**src/rtl/fb_pkg.sv**
```systemverilog
// rtl/fb_pkg.sv - shared frame-buffer packet constants and sequencer state encoding
//
// Purpose: constants shared by the frame-buffer sequencer, the image feeder and the
//          overlay generators, so every block agrees on the packet layout.
// Contents:
//   PKT_W               packet width {mask[3:0], frame, addr[16:0], pixel[31:0]}
//   MASK_*/FRAME_BIT/
//   ADDR_*/PIXEL_*      field offsets inside a packet
//   seq_state_t         sequencer FSM encoding
//   owns_port()         true in the states where the selected source drives the port
package fb_pkg;

  localparam int PKT_W     = 54;
  localparam int MASK_MSB  = 53;
  localparam int MASK_LSB  = 50;
  localparam int FRAME_BIT = 49;
  localparam int ADDR_MSB  = 48;
  localparam int ADDR_LSB  = 32;
  localparam int PIXEL_MSB = 31;
  localparam int PIXEL_LSB = 0;

  typedef enum logic [2:0] {
    ST_IDLE  = 3'd0,
    ST_SEL   = 3'd1,
    ST_START = 3'd2,
    ST_RUN   = 3'd3,
    ST_ACK   = 3'd4,
    ST_FIN   = 3'd5
  } seq_state_t;

  // The port stays with the selected source from its start request until its
  // done handshake completes, so late-start beats are routed too.
  function automatic logic owns_port(seq_state_t s);
    return (s == ST_START) || (s == ST_RUN) || (s == ST_ACK);
  endfunction

endpackage

```
**src/rtl/fb_source_sequencer_if.sv**
```systemverilog
// rtl/fb_source_sequencer_if.sv - source handshake and packet stream bundle of the sequencer
//
// Purpose: groups the per-source start/done handshakes, the per-source packet streams
//          and the single frame-buffer writer stream.
// Signals:
//   start / start_ack     per-source start request level and its acknowledge
//   done / done_ack       per-source done level and its acknowledge
//   src_dout/valid/ready  packed per-source packets (source i at [i*PKT_W +: PKT_W])
//   fb_dout/valid/ready   packet stream to the frame-buffer writer
// Modports:
//   master  the sequencer
//   slave   the environment (sources plus writer)
interface fb_source_sequencer_if #(
  parameter int N_SRC = 2,
  parameter int PKT_W = fb_pkg::PKT_W
);

  logic [N_SRC-1:0]       start;
  logic [N_SRC-1:0]       start_ack;
  logic [N_SRC-1:0]       done;
  logic [N_SRC-1:0]       done_ack;
  logic [N_SRC*PKT_W-1:0] src_dout;
  logic [N_SRC-1:0]       src_valid;
  logic [N_SRC-1:0]       src_ready;
  logic [PKT_W-1:0]       fb_dout;
  logic                   fb_valid;
  logic                   fb_ready;

  modport master (
    output start, done_ack, src_ready, fb_dout, fb_valid,
    input  start_ack, done, src_dout, src_valid, fb_ready
  );

  modport slave (
    input  start, done_ack, src_ready, fb_dout, fb_valid,
    output start_ack, done, src_dout, src_valid, fb_ready
  );

endinterface

```
**src/rtl/fb_source_sequencer_mux.sv**
```systemverilog
// rtl/fb_source_sequencer_mux.sv - combinational owner-select packet mux and ready demux
//
// Purpose: forwards the owning source's packet stream to the frame-buffer writer with
//          zero latency and returns the writer's ready to that source only.
// Ports:
//   owner_oh   in   N_SRC        one-hot owner, all zero when nobody owns the port
//   src_dout   in   N_SRC*PKT_W  packed source packets
//   src_valid  in   N_SRC        source valids
//   src_ready  out  N_SRC        source readies (only the owner can see fb_ready)
//   fb_dout    out  PKT_W        owner packet, zero when no owner
//   fb_valid   out  1            owner valid, zero when no owner
//   fb_ready   in   1            writer ready
module fb_stream_mux #(
  parameter int N_SRC = 2,
  parameter int PKT_W = fb_pkg::PKT_W
) (
  input  logic [N_SRC-1:0]       owner_oh,
  input  logic [N_SRC*PKT_W-1:0] src_dout,
  input  logic [N_SRC-1:0]       src_valid,
  output logic [N_SRC-1:0]       src_ready,
  output logic [PKT_W-1:0]       fb_dout,
  output logic                   fb_valid,
  input  logic                   fb_ready
);

  // AND-OR select: with a one-hot (or empty) owner this is a plain mux and
  // produces all zeros when nobody owns the port.
  always_comb begin
    fb_dout = '0;
    for (int i = 0; i < N_SRC; i++) begin
      if (owner_oh[i]) begin
        fb_dout = fb_dout | src_dout[i*PKT_W +: PKT_W];
      end
    end
  end

  assign fb_valid  = |(src_valid & owner_oh);
  assign src_ready = owner_oh & {N_SRC{fb_ready}};

endmodule

```
**src/rtl/fb_source_sequencer.sv**
```systemverilog
// rtl/fb_source_sequencer.sv - runs every enabled pixel source in turn on the frame-buffer port
//
// Purpose: on each frame request, visits every enabled source in index order, performs
//          its start handshake, routes its packets to the frame-buffer writer, performs
//          its done handshake, then pulses frame_done. Unresponsive sources time out.
// Ports:
//   clock, reset  clock and synchronous active-high reset
//   frame_req     one-cycle request for a frame sequence
//   src_en        per-source enable, sampled when the source's slot is reached
//   bus           handshake/stream bundle (master side)
//   busy          high outside IDLE
//   active        index of the source currently owning the port
//   frame_done    one-cycle pulse at the end of a sequence
//   err           sticky per-source timeout flags
//   overrun       sticky: a request was dropped because one was already pending
module fb_source_sequencer #(
  parameter int N_SRC    = 2,
  parameter int PKT_W    = fb_pkg::PKT_W,
  parameter int START_TO = 64,
  parameter int DONE_TO  = 1048576
) (
  input  logic                        clock,
  input  logic                        reset,
  input  logic                        frame_req,
  input  logic [N_SRC-1:0]            src_en,
  fb_source_sequencer_if.master       bus,
  output logic                        busy,
  output logic [1:0]                  active,
  output logic                        frame_done,
  output logic [N_SRC-1:0]            err,
  output logic                        overrun
);

  import fb_pkg::*;

  localparam int TW = $clog2(DONE_TO) + 1;
  // idx must be able to reach N_SRC, the "all sources visited" value.
  localparam int IW = $clog2(N_SRC + 1);

  localparam logic [TW-1:0] START_LAST = TW'(START_TO - 1);
  localparam logic [TW-1:0] DONE_LAST  = TW'(DONE_TO - 1);
  localparam logic [IW-1:0] IDX_END    = IW'(N_SRC);

  seq_state_t       state, state_n;
  logic [IW-1:0]    idx, idx_n;
  logic [TW-1:0]    timer;
  logic             pending;
  logic             timeout;

  logic [N_SRC-1:0] sel_oh;
  logic [N_SRC-1:0] owner_oh;
  logic             en_hit, ack_hit, done_hit;

  // One-hot of the slot being visited; shifts out to zero when idx == N_SRC,
  // which keeps every per-source lookup in range without a separate guard.
  assign sel_oh   = N_SRC'(1) << idx;
  assign en_hit   = |(src_en        & sel_oh);
  assign ack_hit  = |(bus.start_ack & sel_oh);
  assign done_hit = |(bus.done      & sel_oh);

  always_comb begin
    state_n = state;
    idx_n   = idx;
    timeout = 1'b0;
    case (state)
      ST_IDLE: begin
        if (frame_req || pending) begin
          state_n = ST_SEL;
          idx_n   = '0;
        end
      end
      ST_SEL: begin
        if (idx == IDX_END) begin
          state_n = ST_FIN;
        end else if (!en_hit) begin
          idx_n = idx + IW'(1);
        end else begin
          state_n = ST_START;
        end
      end
      ST_START: begin
        if (ack_hit) begin
          state_n = ST_RUN;
        end else if (timer == START_LAST) begin
          timeout = 1'b1;
          idx_n   = idx + IW'(1);
          state_n = ST_SEL;
        end
      end
      ST_RUN: begin
        if (done_hit) begin
          state_n = ST_ACK;
        end else if (timer == DONE_LAST) begin
          // Abandoned source: no done_ack is ever issued to it.
          timeout = 1'b1;
          idx_n   = idx + IW'(1);
          state_n = ST_SEL;
        end
      end
      ST_ACK: begin
        if (!done_hit) begin
          idx_n   = idx + IW'(1);
          state_n = ST_SEL;
        end
      end
      ST_FIN: begin
        state_n = ST_IDLE;
      end
      default: begin
        state_n = ST_IDLE;
      end
    endcase
  end

  always_ff @(posedge clock) begin
    if (reset) begin
      state   <= ST_IDLE;
      idx     <= '0;
      timer   <= '0;
      pending <= 1'b0;
      err     <= '0;
      overrun <= 1'b0;
    end else begin
      state <= state_n;
      idx   <= idx_n;

      // Timers only run while waiting on a source and restart on every state entry.
      if ((state_n != state) || !((state_n == ST_START) || (state_n == ST_RUN))) begin
        timer <= '0;
      end else begin
        timer <= timer + TW'(1);
      end

      if (timeout) begin
        err <= err | sel_oh;
      end

      // IDLE always consumes the pending request. FIN counts as busy, so a
      // request there is queued and picked up by the following IDLE cycle.
      if (state == ST_IDLE) begin
        pending <= 1'b0;
      end else if (frame_req) begin
        if (pending) begin
          overrun <= 1'b1;
        end else begin
          pending <= 1'b1;
        end
      end
    end
  end

  assign owner_oh     = owns_port(state) ? sel_oh : '0;
  assign bus.start    = (state == ST_START) ? sel_oh : '0;
  assign bus.done_ack = (state == ST_ACK)   ? sel_oh : '0;
  assign busy         = (state != ST_IDLE);
  assign frame_done   = (state == ST_FIN);

  always_comb begin
    active = 2'd0;
    if (state != ST_IDLE) begin
      active = (idx == IDX_END) ? 2'(N_SRC - 1) : 2'(idx);
    end
  end

  fb_stream_mux #(
    .N_SRC (N_SRC),
    .PKT_W (PKT_W)
  ) u_mux (
    .owner_oh  (owner_oh),
    .src_dout  (bus.src_dout),
    .src_valid (bus.src_valid),
    .src_ready (bus.src_ready),
    .fb_dout   (bus.fb_dout),
    .fb_valid  (bus.fb_valid),
    .fb_ready  (bus.fb_ready)
  );

endmodule

```
**src/flat_wrapper.sv**
```systemverilog
// flat-port wrapper written by rule: the top's interface ports become plain ports
module fb_source_sequencer_flat import fb_pkg::*;
#(
  parameter int N_SRC    = 2,
  parameter int PKT_W    = fb_pkg::PKT_W,
  parameter int START_TO = 64,
  parameter int DONE_TO  = 1048576
)
  (clock, reset, frame_req, src_en, busy, active, frame_done, err, overrun, bus_start, bus_done_ack, bus_src_ready, bus_fb_dout, bus_fb_valid, bus_start_ack, bus_done, bus_src_dout, bus_src_valid, bus_fb_ready);
  fb_source_sequencer_if #(.N_SRC(N_SRC), .PKT_W(PKT_W)) bus_i ();
  input  logic clock;
  input  logic reset;
  input  logic frame_req;
  input  logic [N_SRC-1:0] src_en;
  output logic busy;
  output logic [1:0] active;
  output logic frame_done;
  output logic [N_SRC-1:0] err;
  output logic overrun;
  output wire logic [$bits(bus_i.start)-1:0] bus_start;
  output wire logic [$bits(bus_i.done_ack)-1:0] bus_done_ack;
  output wire logic [$bits(bus_i.src_ready)-1:0] bus_src_ready;
  output wire logic [$bits(bus_i.fb_dout)-1:0] bus_fb_dout;
  output wire logic [$bits(bus_i.fb_valid)-1:0] bus_fb_valid;
  input wire logic [$bits(bus_i.start_ack)-1:0] bus_start_ack;
  input wire logic [$bits(bus_i.done)-1:0] bus_done;
  input wire logic [$bits(bus_i.src_dout)-1:0] bus_src_dout;
  input wire logic [$bits(bus_i.src_valid)-1:0] bus_src_valid;
  input wire logic [$bits(bus_i.fb_ready)-1:0] bus_fb_ready;
  assign bus_start = bus_i.start;
  assign bus_done_ack = bus_i.done_ack;
  assign bus_src_ready = bus_i.src_ready;
  assign bus_fb_dout = bus_i.fb_dout;
  assign bus_fb_valid = bus_i.fb_valid;
  assign bus_i.start_ack = bus_start_ack;
  assign bus_i.done = bus_done;
  assign bus_i.src_dout = bus_src_dout;
  assign bus_i.src_valid = bus_src_valid;
  assign bus_i.fb_ready = bus_fb_ready;
  fb_source_sequencer #(.N_SRC(N_SRC), .PKT_W(PKT_W), .START_TO(START_TO), .DONE_TO(DONE_TO)) u_core (.clock(clock), .reset(reset), .frame_req(frame_req), .src_en(src_en), .bus(bus_i), .busy(busy), .active(active), .frame_done(frame_done), .err(err), .overrun(overrun));
endmodule
```
**config.mk**
```make
export PLATFORM = sky130hd
export DESIGN_NAME = fb_source_sequencer_flat
export DESIGN_NICKNAME = d
export VERILOG_FILES = /design/src/rtl/fb_pkg.sv /design/src/rtl/fb_source_sequencer_if.sv /design/src/rtl/fb_source_sequencer_mux.sv /design/src/rtl/fb_source_sequencer.sv /design/src/flat_wrapper.sv
export SDC_FILE = /design/constraint.sdc
export NUM_CORES = 1
export LEC_CHECK = 0
export CORE_MARGIN = 2
export CORE_UTILIZATION = 30
export DETAILED_ROUTE_END_ITERATION = 10
export PLACE_DENSITY = 0.78
export SYNTH_ARGS = -nofsm -noshare
export SYNTH_HDL_FRONTEND = slang
export SYNTH_SLANG_ARGS = --single-unit
```
**constraint.sdc**
```tcl
create_clock -name clock -period 1.8 [get_ports clock]
set_input_delay 0.45 -clock clock [delete_from_list [all_inputs] [get_ports clock]]
set_output_delay 0.45 -clock clock [all_outputs]
set_load 0.01 [all_outputs]
```
==> results.sh <==
export IMPL_outcome="complete, but fails checks"
export IMPL_violations="setup timing"
export IMPL_p_leak_nw=2.32
export IMPL_path_clk_slew_ps=70
export IMPL_ys_flop_type="dfxtp_1"
export IMPL_synth_cells=266
export IMPL_fin_crit_sh=1.20
export IMPL_initial_core_util=0.311
export IMPL_internal_power_mw=2.27
export IMPL_p_total_mw=3.53
export IMPL_p_comb_frac=0.631
export IMPL_nets=650
export IMPL_drc_errors=0
export IMPL_place_area_um2=4600
export IMPL_cap_violations=0
export IMPL_worst_ep_required_time_ps=1350
export IMPL_hold_viol_final=0
export IMPL_cts_root_buf="clkbuf_8"
export IMPL_worstPathCellList="nor2b_4 -> a21oi_4 -> nor2b_4 -> buf_12 -> clkbuf_16 -> a22o_1 -> buf_2"
export IMPL_coreArea_um2=7290
export IMPL_power_density_nw_per_um2=654
export IMPL_layout_drive_gt1_share=0.428
export IMPL_cp_max_fo=5
export IMPL_r2r_cells=11
export IMPL_slew_violations=0
export IMPL_postRouteAntennaNets=0
export IMPL_fp_row_count=31
export IMPL_syn_mean_instance_area_um2=8.53
export IMPL_synthDistinctLibCells=44
export IMPL_hold_depth=2
export IMPL_io_buffers=187
export IMPL_synth_area_top_cells="dfxtp_1 26%, a22o_1 22%, xor2_1 6.2%"
export IMPL_grt_max_degree=23
export IMPL_worst_r2r_setup_slack_ps=-250
export IMPL_crit_top_cell="nor2b_4"
export IMPL_drt_wl_total_um=13500
export IMPL_utilization=0.740
export IMPL_ir_worst_vdd_uv=589
export IMPL_clock_sinks=30
export IMPL_drt_iter0_drc=186
export IMPL_ys_seq_area_frac=0.265
export IMPL_setup_violations=87
export IMPL_timing_fmax_mhz=463
export IMPL_avgViaCountPerCell=5.40
export IMPL_die_area_um2=8280
export IMPL_rsz0062_at_grt="true"
export IMPL_grt_pass1_vias=3270
export IMPL_r2r_start="u_core.idx[0]"
export IMPL_dpl_hpwl_um=8450
export IMPL_synthesis_area_um2=2270
export IMPL_crit_slowest_cell="dfxtp_4"
export IMPL_start_kind="register"
export IMPL_yosys_area_top_type="dfxtp_1"
export IMPL_min_from="u_core.err[1]"
export IMPL_synth_edff_count=0
export IMPL_n_fill_cell=502
export IMPL_die_w_um=91.0
export IMPL_io_pins=188
export IMPL_grt_pass1_wl_um=18400
export IMPL_pwr_share_clk=0.165
export IMPL_final_cell_mix="122 x clkdlybuf4s50_1, 56 x a22o_1, 53 x buf_4, 43 x buf_6, 41 x buf_2"
export IMPL_cts_path_max_buffers=2
export IMPL_synth_seq_cells=30
export IMPL_holdPathEnd="u_core.err[1]"
export IMPL_top_layer="met4"
export IMPL_crit_type="reg2out"
export IMPL_p_switching_mw=1.26
export IMPL_overflow=0
export IMPL_met1_length_um=4970
export IMPL_antenna_cells=0
export IMPL_wl_met2_um=7130
export IMPL_synth_fp_nets=391
export IMPL_fin_setup_tns_ps=-22950
export IMPL_fin_ws_ps=-358
export IMPL_layout_commonest_cell="clkdlybuf4s50_1"
export IMPL_yosysWarnings=0
export IMPL_fin_crit_ps=2160
export IMPL_r2r_end="u_core.timer[15]"
export IMPL_switching_share=0.358
export IMPL_worst_slew_pin_slew_ps=461
export IMPL_insertion_delay_ps=300
export IMPL_final_area_um2=5390
export IMPL_p_seq_frac=0.204
export IMPL_synthArstFlopShare=0
export IMPL_hold_class="reg2reg"
export IMPL_wl_met3_um=978
export IMPL_wl_per_cell_um=21.6
export IMPL_endpoint_kind="output pin"
export IMPL_antenna_found_initial=0
export IMPL_arrival_ps=1710
export IMPL_area_growth_pct=138
export IMPL_cpPeakStageDelay_ps=350
export IMPL_yosysTopAreaCellShare=0.265
export IMPL_drtPass1Iterations=4
export IMPL_cts_tree="yes"
export IMPL_gp_congestion=0.947
export IMPL_max_slew_margin=0.690
export IMPL_vias=3378
export IMPL_numCtsBuffers=5
export IMPL_finClkSkew_ps=11.8
export IMPL_holdBufCountCts=0
export IMPL_die_h_um=91.0
export IMPL_cts_htree_levels=2
export IMPL_grt_total_usage=0.285
## state kept, by name (all words and copies together) (netlist names)
signal	flops
u_core.err	2
u_core.state	3
u_core.overrun	1
u_core.timer	21
u_core.pending	1
u_core.idx	2
## worst max path at each step
stage,start,to,depth (start not counted)
after detailed placement,bus_done[0],u_core.timer[19],6
final,u_core.state[1],bus_fb_dout[9],7
after global routing,u_core.state[1],bus_fb_dout[5],7
after global placement,src_en[0],u_core.timer[6],6
after CTS,u_core.state[1],bus_fb_dout[0],7
after floorplan,u_core.idx[0],u_core.timer[4],9
## routing by layer
layer,track usage,vias to the layer above
li1,-,1542
met1,0.316,1645
met2,0.528,155
met3,0.0747,36
met4,0.0896,0
met5,0,-
## power by group through the flow
stage | combinational (mW) | sequential, mW | clock [mW]
floorplan | 0.735 | 0.723 | 0
global placement | 1.57 | 0.719 | 0
detailed placement | 1.59 | 0.721 | 0
CTS | 2.02 | 0.715 | 0.576
global route | 2.31 | 0.722 | 0.617
finish | 2.23 | 0.720 | 0.582
## final cells by class
| cell class | instances | area, µm² | area share |
|---|---|---|---|
| repair buffers | 276 | 2670 | 0.495 |
| clock buffers | 6 | 82.6 | 0.0153 |
| clock inverters | 2 | 12.5 | 0.00232 |
| multi-input cells | 206 | 1860 | 0.346 |
| inverters | 6 | 27.5 | 0.00510 |
| flip-flops and latches | 30 | 614 | 0.114 |
| well taps | 99 | 124 | 0.0230 |
## cell usage after synthesis (all sizes together), types with 3 or more instances
| master | n |
|---|---|
| a21oi | 3 |
| a22o | 56 |
| a22oi | 5 |
| a31oi | 3 |
| and2 | 6 |
| and3 | 12 |
| and4 | 4 |
| buf | 16 |
| clkbuf | 9 |
| dfxtp | 30 |
| ha | 5 |
| inv | 6 |
| mux2i | 3 |
| nand2 | 8 |
| nand2b | 6 |
| nand3 | 9 |
| nand4 | 6 |
| nor2 | 8 |
| nor2b | 6 |
| nor3 | 24 |
| nor4 | 3 |
| o22ai | 3 |
| xnor2 | 3 |
| xor2 | 16 |
## through the flow
stage               setup slack (ps)  std cells  hold slack (ps)
finish                          -358        625              505
global route                    -394        625              516
CTS                             -335        614              480
detailed placement              -614        575              469
global placement                -549        575              458
floorplan                      0.815        266              465
## critical path: cells and delay by family, from the launching register on
kind	cells	cell delay, ps
simple gates	2	230
buf+inv	3	440
compound gates	2	390
flops	1	350
## repair_timing
action,in CTS,in global routing
gates cloned,8,4
setup endpoints to repair,89,92
resized for setup,354,37
buffers inserted,24,12
pin swaps,36,32
## kinds of logic after synthesis
logic type	count (synthesis)	share of synthesized area
AOI/OAI and AO/OA	79	0.299
xor gates and xnor gates	19	0.0733
adders and majority gates	5	0.0276
buffers and inverters	31	0.0678
DFF	30	0.265
muxes	3	0.0132
and+or+nand+nor	99	0.254
Note: power is estimated with default switching activity, not from simulation.
